`src/rtl/io_port_if.sv`:
```
// io_port_if: bundle of the CPU I/O bus and the TX/RX valid/ready streams
// that connect to io_port.
//   CPU side : a_in, d_in, wen_in, iom_in in; io_out out (combinational read data)
//   TX stream: tx_data_out, tx_valid_out out; tx_ready_in in
//   RX stream: rx_data_in, rx_valid_in in; rx_ready_out out
// The slave modport is the peripheral's view. The master modport is the view
// of whatever drives the bus and the streams (CPU plus external sink/source).
interface io_port_if;
    logic [15:0] a_in;
    logic [15:0] d_in;
    logic        wen_in;
    logic        iom_in;
    logic [15:0] io_out;
    logic [15:0] tx_data_out;
    logic        tx_valid_out;
    logic        tx_ready_in;
    logic [15:0] rx_data_in;
    logic        rx_valid_in;
    logic        rx_ready_out;

    modport slave (
        input  a_in, d_in, wen_in, iom_in, tx_ready_in, rx_data_in, rx_valid_in,
        output io_out, tx_data_out, tx_valid_out, rx_ready_out
    );

    modport master (
        output a_in, d_in, wen_in, iom_in, tx_ready_in, rx_data_in, rx_valid_in,
        input  io_out, tx_data_out, tx_valid_out, rx_ready_out
    );
endinterface

```
`src/rtl/io_port.sv`:
```
// io_port: memory-mapped I/O peripheral in the CPU's I/O space.
// CPU writes to TXDATA are queued in a DEPTH-entry TX FIFO that drains to a
// valid/ready sink. One word from a valid/ready source is held in an RX
// register until the CPU acknowledges it. A loopback mode routes the TX head
// straight into the RX register.
// Ports:
//   clk - single clock, rising edge
//   rst - synchronous, active-high reset
//   bus - io_port_if.slave: CPU address/data/strobes and read data, TX and RX streams
// Register map (offset a_in[1:0]): 0 TXDATA, 1 RXDATA, 2 STATUS, 3 CTRL.
module io_port #(
    parameter logic [15:0] BASE  = 16'hFF00,
    parameter int          DEPTH = 4
) (
    input logic     clk,
    input logic     rst,
    io_port_if.slave bus
);
    localparam int DATA_W = 16;
    localparam int PTR_W  = $clog2(DEPTH);
    localparam int CNT_W  = PTR_W + 1;

    // Address decode and write strobe
    logic             hit;
    logic             wr;
    logic [1:0]       off;
    logic             wr_p1;
    logic [1:0]       off_p1;
    logic             new_wr;

    // TX FIFO
    logic [DATA_W-1:0] mem [DEPTH];
    logic [PTR_W-1:0]  rd_ptr;
    logic [PTR_W-1:0]  wr_ptr;
    logic [CNT_W-1:0]  count;
    logic              tx_empty;
    logic              tx_full;
    logic [DATA_W-1:0] tx_head;
    logic              push_req;
    logic              push;
    logic              pop_ext;
    logic              pop_loop;
    logic              pop;

    // Status / control / RX
    logic              tx_ovf;
    logic              tx_en;
    logic              loop;
    logic              rx_full;
    logic [DATA_W-1:0] rx_reg;
    logic              rx_cap_ext;
    logic              rx_load;
    logic [DATA_W-1:0] rx_load_data;
    logic              ack;
    logic              stat_wr;
    logic              ctrl_wr;
    logic [DATA_W-1:0] status;

    assign hit = bus.iom_in && (bus.a_in[15:2] == BASE[15:2]);
    assign wr  = hit && bus.wen_in;
    assign off = bus.a_in[1:0];

    // A held strobe acts once; moving to another register while the strobe
    // stays high counts as a fresh write.
    assign new_wr = wr && (!wr_p1 || (off != off_p1));

    assign push_req = new_wr && (off == 2'd0);
    assign ack      = new_wr && (off == 2'd1);
    assign stat_wr  = new_wr && (off == 2'd2);
    assign ctrl_wr  = new_wr && (off == 2'd3);

    assign tx_empty = (count == '0);
    assign tx_full  = (count == CNT_W'(DEPTH));
    assign tx_head  = mem[rd_ptr];

    // Full is judged before any pop in the same cycle, so a push into a full
    // FIFO is always dropped.
    assign push = push_req && !tx_full;

    assign bus.tx_valid_out = !tx_empty && tx_en && !loop;
    assign bus.tx_data_out  = tx_empty ? '0 : tx_head;
    assign pop_ext          = bus.tx_valid_out && bus.tx_ready_in;
    assign pop_loop         = loop && tx_en && !tx_empty && !rx_full;
    assign pop              = pop_ext || pop_loop;

    assign bus.rx_ready_out = !loop && !rx_full && !rst;
    assign rx_cap_ext       = bus.rx_valid_in && bus.rx_ready_out;
    assign rx_load          = pop_loop || rx_cap_ext;
    assign rx_load_data     = pop_loop ? tx_head : bus.rx_data_in;

    always_comb begin
        status      = '0;
        status[3:0] = 4'(count);
        status[4]   = tx_empty;
        status[5]   = tx_full;
        status[6]   = rx_full;
        status[7]   = tx_ovf;
        status[8]   = tx_en;
    end

    // Zero-latency read mux; reads have no side effects.
    always_comb begin
        bus.io_out = '0;
        if (hit) begin
            case (off)
                2'd0:    bus.io_out = DATA_W'(count);
                2'd1:    bus.io_out = rx_reg;
                2'd2:    bus.io_out = status;
                default: bus.io_out = {14'h0, loop, tx_en};
            endcase
        end
    end

    // FIFO storage carries no reset; pointers and count define validity.
    always_ff @(posedge clk) begin
        if (push) mem[wr_ptr] <= bus.d_in;
    end

    // Stage p1: registered strobe plus all control state
    always_ff @(posedge clk) begin
        if (rst) begin
            wr_p1   <= 1'b0;
            off_p1  <= 2'd0;
            rd_ptr  <= '0;
            wr_ptr  <= '0;
            count   <= '0;
            tx_ovf  <= 1'b0;
            rx_full <= 1'b0;
            rx_reg  <= '0;
            tx_en   <= 1'b1;
            loop    <= 1'b0;
        end else begin
            wr_p1  <= wr;
            off_p1 <= off;

            if (push) wr_ptr <= wr_ptr + PTR_W'(1);
            if (pop)  rd_ptr <= rd_ptr + PTR_W'(1);

            case ({push, pop})
                2'b10:   count <= count + CNT_W'(1);
                2'b01:   count <= count - CNT_W'(1);
                default: count <= count;
            endcase

            if (push_req && tx_full)
                tx_ovf <= 1'b1;
            else if (stat_wr && bus.d_in[7])
                tx_ovf <= 1'b0;

            // A load needs rx_full low, so it can never collide with a
            // meaningful ack; a load simply wins.
            if (rx_load) begin
                rx_reg  <= rx_load_data;
                rx_full <= 1'b1;
            end else if (ack) begin
                rx_full <= 1'b0;
            end

            if (ctrl_wr) begin
                tx_en <= bus.d_in[0];
                loop  <= bus.d_in[1];
            end
        end
    end
endmodule

```
`src/flat_wrapper.sv`:
```
// flat-port wrapper written by rule: the top's interface ports become plain ports
module io_port_flat 
#(
    parameter logic [15:0] BASE  = 16'hFF00,
    parameter int          DEPTH = 4
)
  (clk, rst, bus_a_in, bus_d_in, bus_wen_in, bus_iom_in, bus_tx_ready_in, bus_rx_data_in, bus_rx_valid_in, bus_io_out, bus_tx_data_out, bus_tx_valid_out, bus_rx_ready_out);
  io_port_if bus_i ();
  input logic clk;
  input logic rst;
  input wire logic [$bits(bus_i.a_in)-1:0] bus_a_in;
  input wire logic [$bits(bus_i.d_in)-1:0] bus_d_in;
  input wire logic [$bits(bus_i.wen_in)-1:0] bus_wen_in;
  input wire logic [$bits(bus_i.iom_in)-1:0] bus_iom_in;
  input wire logic [$bits(bus_i.tx_ready_in)-1:0] bus_tx_ready_in;
  input wire logic [$bits(bus_i.rx_data_in)-1:0] bus_rx_data_in;
  input wire logic [$bits(bus_i.rx_valid_in)-1:0] bus_rx_valid_in;
  output wire logic [$bits(bus_i.io_out)-1:0] bus_io_out;
  output wire logic [$bits(bus_i.tx_data_out)-1:0] bus_tx_data_out;
  output wire logic [$bits(bus_i.tx_valid_out)-1:0] bus_tx_valid_out;
  output wire logic [$bits(bus_i.rx_ready_out)-1:0] bus_rx_ready_out;
  assign bus_i.a_in = bus_a_in;
  assign bus_i.d_in = bus_d_in;
  assign bus_i.wen_in = bus_wen_in;
  assign bus_i.iom_in = bus_iom_in;
  assign bus_i.tx_ready_in = bus_tx_ready_in;
  assign bus_i.rx_data_in = bus_rx_data_in;
  assign bus_i.rx_valid_in = bus_rx_valid_in;
  assign bus_io_out = bus_i.io_out;
  assign bus_tx_data_out = bus_i.tx_data_out;
  assign bus_tx_valid_out = bus_i.tx_valid_out;
  assign bus_rx_ready_out = bus_i.rx_ready_out;
  io_port #(.BASE(BASE), .DEPTH(DEPTH)) u_core (.clk(clk), .rst(rst), .bus(bus_i));
endmodule
```
`config.mk`:
```
export PLATFORM = sky130hd
export DESIGN_NAME = io_port_flat
export DESIGN_NICKNAME = d
export VERILOG_FILES = /design/src/rtl/io_port_if.sv /design/src/rtl/io_port.sv /design/src/flat_wrapper.sv
export SDC_FILE = /design/constraint.sdc
export NUM_CORES = 1
export LEC_CHECK = 0
export BUFFER_PORTS_ARGS = -buffer_cell sky130_fd_sc_hd__buf_4
export CORE_ASPECT_RATIO = 1.2
export CORE_MARGIN = 10
export CORE_UTILIZATION = 30
export DETAILED_ROUTE_END_ITERATION = 6
export PLACE_DENSITY = 0.57
export SLEW_MARGIN = 30
export SYNTH_ARGS = -nofsm -noshare
export SYNTH_HDL_FRONTEND = slang
export SYNTH_SLANG_ARGS = --single-unit
export TNS_END_PERCENT = 50
```
`constraint.sdc`:
```
create_clock -name clk -period 8.15 [get_ports clk]
set_input_delay 0.815 -clock clk [delete_from_list [all_inputs] [get_ports clk]]
set_output_delay 0.815 -clock clk [all_outputs]
set_load 0.005 [all_outputs]
```
# Word level (Yosys, flattened, before mapping)
# Memories as Yosys holds them, arrays and structs flattened. A register that Yosys moved wholly into a read port is not among the register bits.
# Cells that the tools add are included.
# op_classes
n_addsub,4
eq_ne,8
muxes,13
n_reduce_logical,33
# op_table
op,n
$mux 16,3
$pmux 16 s3,1
$logic_and 1x1->1,19
$eq 14x14->1 const B,1
$eq 2x2->1 const B,3
$logic_not 1->1,6
$mux 1,6
$pmux 3 s2,1
$reduce_bool 2->1,3
$add 2x1->2 const B,2
$eq 2x1->1 const B,2
$mux 2,2
$add 3x1->3 const B,1
$eq 3x3->1 const B,1
$logic_not 3->1,1
$logic_or 1x1->1,3
$sub 3x1->3 const B,1
$logic_not 2->1,1
$ne 2x2->1,1
# totals
reg_bits,30
ram_bits,64
in_bits,54
out_inout_bits,34
mem_count,1
# mem_list
memory,depth,width,rd,rd_ports_with_merged_regs,wr,line_no,source
u_core.mem,4,16,1,1,1,io_port.sv:32,logic [DATA_W-1:0] mem [DEPTH];

# Logic depth before layout (Yosys ltp)
# logic_depth
word_depth,8
mapped_depth,11
mapped_depth_nobuf,10

# Worst setup path before layout
# No wires, ideal clock.
# synth_path
kind,input to register
startpoint,in bus_a_in[1]
endpoint,reg u_core.count[2]
setup_ns,0.071
t_arrival_ns,3.119
required_ns,8.079
setup_slack_ns,4.961
stages,11
path_buffers,1
path_cell_list,clkbuf_1 > or3b_1 > a311oi_1 > and2_1 > inv_1 > ha_1 > inv_1 > fa_1 > xor2_1 > or3_1 > a21oi_1
# synth_between
elab_chain_cells,7
elab_cells_between_ends,10
# synth_rtl
item,line_no,source
from (decl),flat_wrapper.sv:11,input wire logic [$bits(bus_i.a_in)-1:0] bus_a_in;
$ne 2x2->1,io_port.sv:65,assign new_wr = wr && (!wr_p1 || (off != off_p1));
$logic_or 1x1->1,io_port.sv:65,
$logic_and 1x1->1,io_port.sv:65,
$logic_and 1x1->1 (*),io_port.sv:67,assign push_req = new_wr && (off == 2'd0);
$logic_and 1x1->1 (*),io_port.sv:78,assign push = push_req && !tx_full;
$eq 2x1->1 / $eq 2x2->1 (equally long branches),io_port.sv:139,"case ({push, pop})"
$pmux 3 s2 / $reduce_bool 2->1 (equally long branches),n/a,
to (signal assigned),io_port.sv:140,2'b10: count <= count + CNT_W'(1);
to (signal assigned),io_port.sv:141,2'b01: count <= count - CNT_W'(1);
to (signal assigned),io_port.sv:142,default: count <= count;
to (decl),io_port.sv:35,logic [CNT_W-1:0] count;
# Mark *: on every way between the ends. The rest lies on a longest branch, timed or not.
# A chain may end at the register's enable or synchronous reset.

# Worst setup path after layout
# layout_path
startpoint,in bus_a_in[3]
endpoint,out bus_io_out[1]
# layout_between
elab_chain_cells,3
# layout_rtl
item,line_no,source
$eq 14x14->1,io_port.sv:59,assign hit = bus.iom_in && (bus.a_in[15:2] == BASE[15:2]);
$logic_and 1x1->1,io_port.sv:59,
$mux 16,io_port.sv:104,if (hit) begin
to (decl),flat_wrapper.sv:18,output wire logic [$bits(bus_i.io_out)-1:0] bus_io_out;
# No other way between the ends.

==> summary.txt <==
Status
  – Status: finished, final reports clean

Route
  – Vias post-DR: 2880
  – DRC Markers: 0
  – Pre-Repair DR Iteration Count: 4
  – 1st-iter DRT viols: 168
  – DRT antenna net count: 0
  – Avg WL per Cell: 19.4 µm
  – DR vias/cell: 5.03
  – WL final: 11.1 mm

Critical path
  – R2R cell count: 8
  – Critical Path Sink Type: output pin
  – Crit-path max FO: 14
  – RR Endpoint: u_core.count[2]$_SDFFE_PP0P_
  – Startpoint Class: input port
  – Setup slack, reg-to-reg: 5.50 ns
  – Reg-to-Reg Start: u_core.count[0]$_SDFFE_PP0P_
  – Kind of critical path: input port to output pin
  – Arr. time, crit path: 2.52 ns
  – Worst endpoint required time: 7.34 ns

Yosys
  – Post-synth cell types: 41
  – Ys async rst share: 0
  – Cell taking the most area after synthesis: edfxtp_1
  – Synth top area share: 0.469
  – Commonest cells in the netlist: edfxtp_1, nor2_1, dfxtp_1
  – Yosys reg bits: 96
  – Largest cells by area after synthesis: edfxtp_1, dfxtp_1, mux4_2, nor2_1, and2_1
  – Synthesized netlist cell count: 318
  – Main synth FF type: edfxtp_1
  – Sequential area share after synthesis: 0.626
  – Syn avg cell area: 12.9 µm²
  – Syn Nets: 378
  – Most frequent cell after synthesis: edfxtp_1
  – Post-Syn Area: 4100 µm²
  – Yosys warns: 0
  – Number of synthesized flops with an enable pin: 64

Layout
  – Flip-flop and latch area: 2560 µm²
  – Largest register FFs: 64
  – Antenna diodes: 0
  – Design area: 5240 µm²
  – Layout Nets: 460
  – Area of the multi-input gates: 1450 µm²
  – Fillcell total: 1296
  – Layout cells sized above 1: 0.311
  – Final Util: 0.394
  – Non-Filler Instances: 573
  – Area added between synthesis and finish: 28.0%

Clocking
  – Clock Pin Slew Worst Setup and Hold Paths: 0.07 ns
  – CTS tree: built
  – Post_cts resized: 0
  – Post-CTS Setup Inserts: 0
  – CTS max path bufs: 2
  – Clock Latency Late Sink: 0.34 ns
  – Clk root buf: clkbuf_16
  – # clock sinks: 96
  – Number of CTS-inserted buffers: 9
  – CTS H-tree depth: 3
  – # hold bufs at CTS: 0

Timing
  – RSZ-0062 raised after global routing: no
  – Period utilization: 0.409
  – Setup Total Neg Slack: 0 ns
  – Layout Skew: 0.00792 ns
  – Slew Limit Fails: 0
  – Setup violators final: 0
  – Least-Margin Pin Slew: 0.910 ns
  – Relative slew slack: 0.391
  – Final Hold Viols: 0
  – Post-route minimum period: 3.33 ns
  – Fmax: 300 MHz

Die
  – Core area: 13300 µm²
  – Initial core utilization: 0.308
  – Die Footprint: 18700 µm²
  – Die X: 127 µm
  – Top Ports: 88
  – Die height: 148 µm
  – Floorplan row count: 46

Job
  – Max-cap violations: 0

GRT
  – GRT Util Overall: 0.117
  – Global-route wire length before repair: 17.1 mm
  – Gr ovfl total: 0
  – Vias in the first global route: 3036
  – Initial antenna violation count: 0
  – Largest net degree at the start of global routing: 33

Power
  – PD cells: 198 nW/µm²
  – Pleak: 1.96 nW
  – Peak supply drop: 0.0793 mV

Placement
  – HPWL Detailed: 7.85 mm
  – Post-DP Area: 4910 µm²
  – Port bufs: 87
  – Inst Count DP: 557
  – RePlAce Congestion: 0.797

Hold path
  – Hold Path Class: flop to flop
  – Worst Hold Depth: 2
  – Hold path endpoint: u_core.tx_ovf$_SDFFE_PP0P_
  – Min-delay src: u_core.tx_ovf$_SDFFE_PP0P_
[cell families (layout without fill, tap and decap cells)]
group / after synthesis / in the layout / share of synthesized area
AO/OA/AOI/OAI: 28 / 28 / 0.0471
XOR/XNOR: 6 / 6 / 0.0128
flip-flops: 96 / 96 / 0.626
adder cells (fa/ha/maj): 6 / 6 / 0.0202
buffers and inverters: 24 / 111 / 0.0223
AND/OR/NAND/NOR: 140 / 140 / 0.179
multiplexers: 18 / 18 / 0.0929
[layout make-up]
type,instances,area share
inverter,6,0.00430
multi-input combinational,198,0.277
timing repair buffer,89,0.127
clock inverter,7,0.0198
tap,168,0.0401
sequential,96,0.489
clock buffer,9,0.0430
[worst max-delay path, cell delays in order]
cell,delay (ns)
buf_4,0.11
or4_4,0.54
or4_4,0.64
a211oi_1,0.25
buf_4,0.16
[routing by layer]
layer / global-route usage / vias up / share of wire
li1: - / 1350 / -
met1: 0.144 / 1440 / 0.44
met2: 0.192 / 80 / 0.49
met3: 0.0315 / 10 / 0.050
met4: 0.0376 / 0 / 0.012
met5: 0 / - / 0
[power breakdown]
group	internal [mW]	switching (mW)	leakage, nW
Combinational	0.0253	0.0264	0.967
Sequential	0.524	0.00392	0.836
Clock	0.273	0.186	0.154
[metrics by stage]
step                      power [mW]  hold slack (ns)  setup WS [ns]
after floorplan                0.558            0.444           4.96
after global placement         0.589            0.472           4.78
after detailed placement       0.591            0.476           4.71
after CTS                       1.05            0.490           4.79
after global routing            1.07            0.498           4.76
final                           1.04            0.487           4.82
[worst max-delay path by stage]
stage / from / slack, ns / endpoint / depth (start not counted)
floorplan: bus_a_in[1] / 4.96 / u_core.count[2]$_SDFFE_PP0P_ / 11
global placement: bus_a_in[1] / 4.78 / u_core.count[2]$_SDFFE_PP0P_ / 11
detailed placement: bus_a_in[1] / 4.71 / u_core.count[2]$_SDFFE_PP0P_ / 11
CTS: bus_a_in[3] / 4.79 / bus_io_out[1] / 5
global route: bus_a_in[3] / 4.76 / bus_io_out[1] / 5
finish: bus_a_in[3] / 4.82 / bus_io_out[1] / 5
[placed cells by master, fill, tap and decap left out, drive strengths merged, types with 2 or more instances in the layout]
cell,instances
buf,89
edfxtp,64
nor2,62
dfxtp,32
nor4,18
and2,17
mux4,16
and3,13
clkbuf,9
a21oi,8
inv,8
nand3,7
nor2b,6
a22oi,5
ha,5
xnor2,3
nand2,3
xor2,3
o31ai,3
or3,2
or4,2
nor3b,2
nor3,2
mux2i,2
a211oi,2
a31oi,2
a21o,2
clkinvlp,2
bufinv,2
Power figures use the tool's default switching activity.
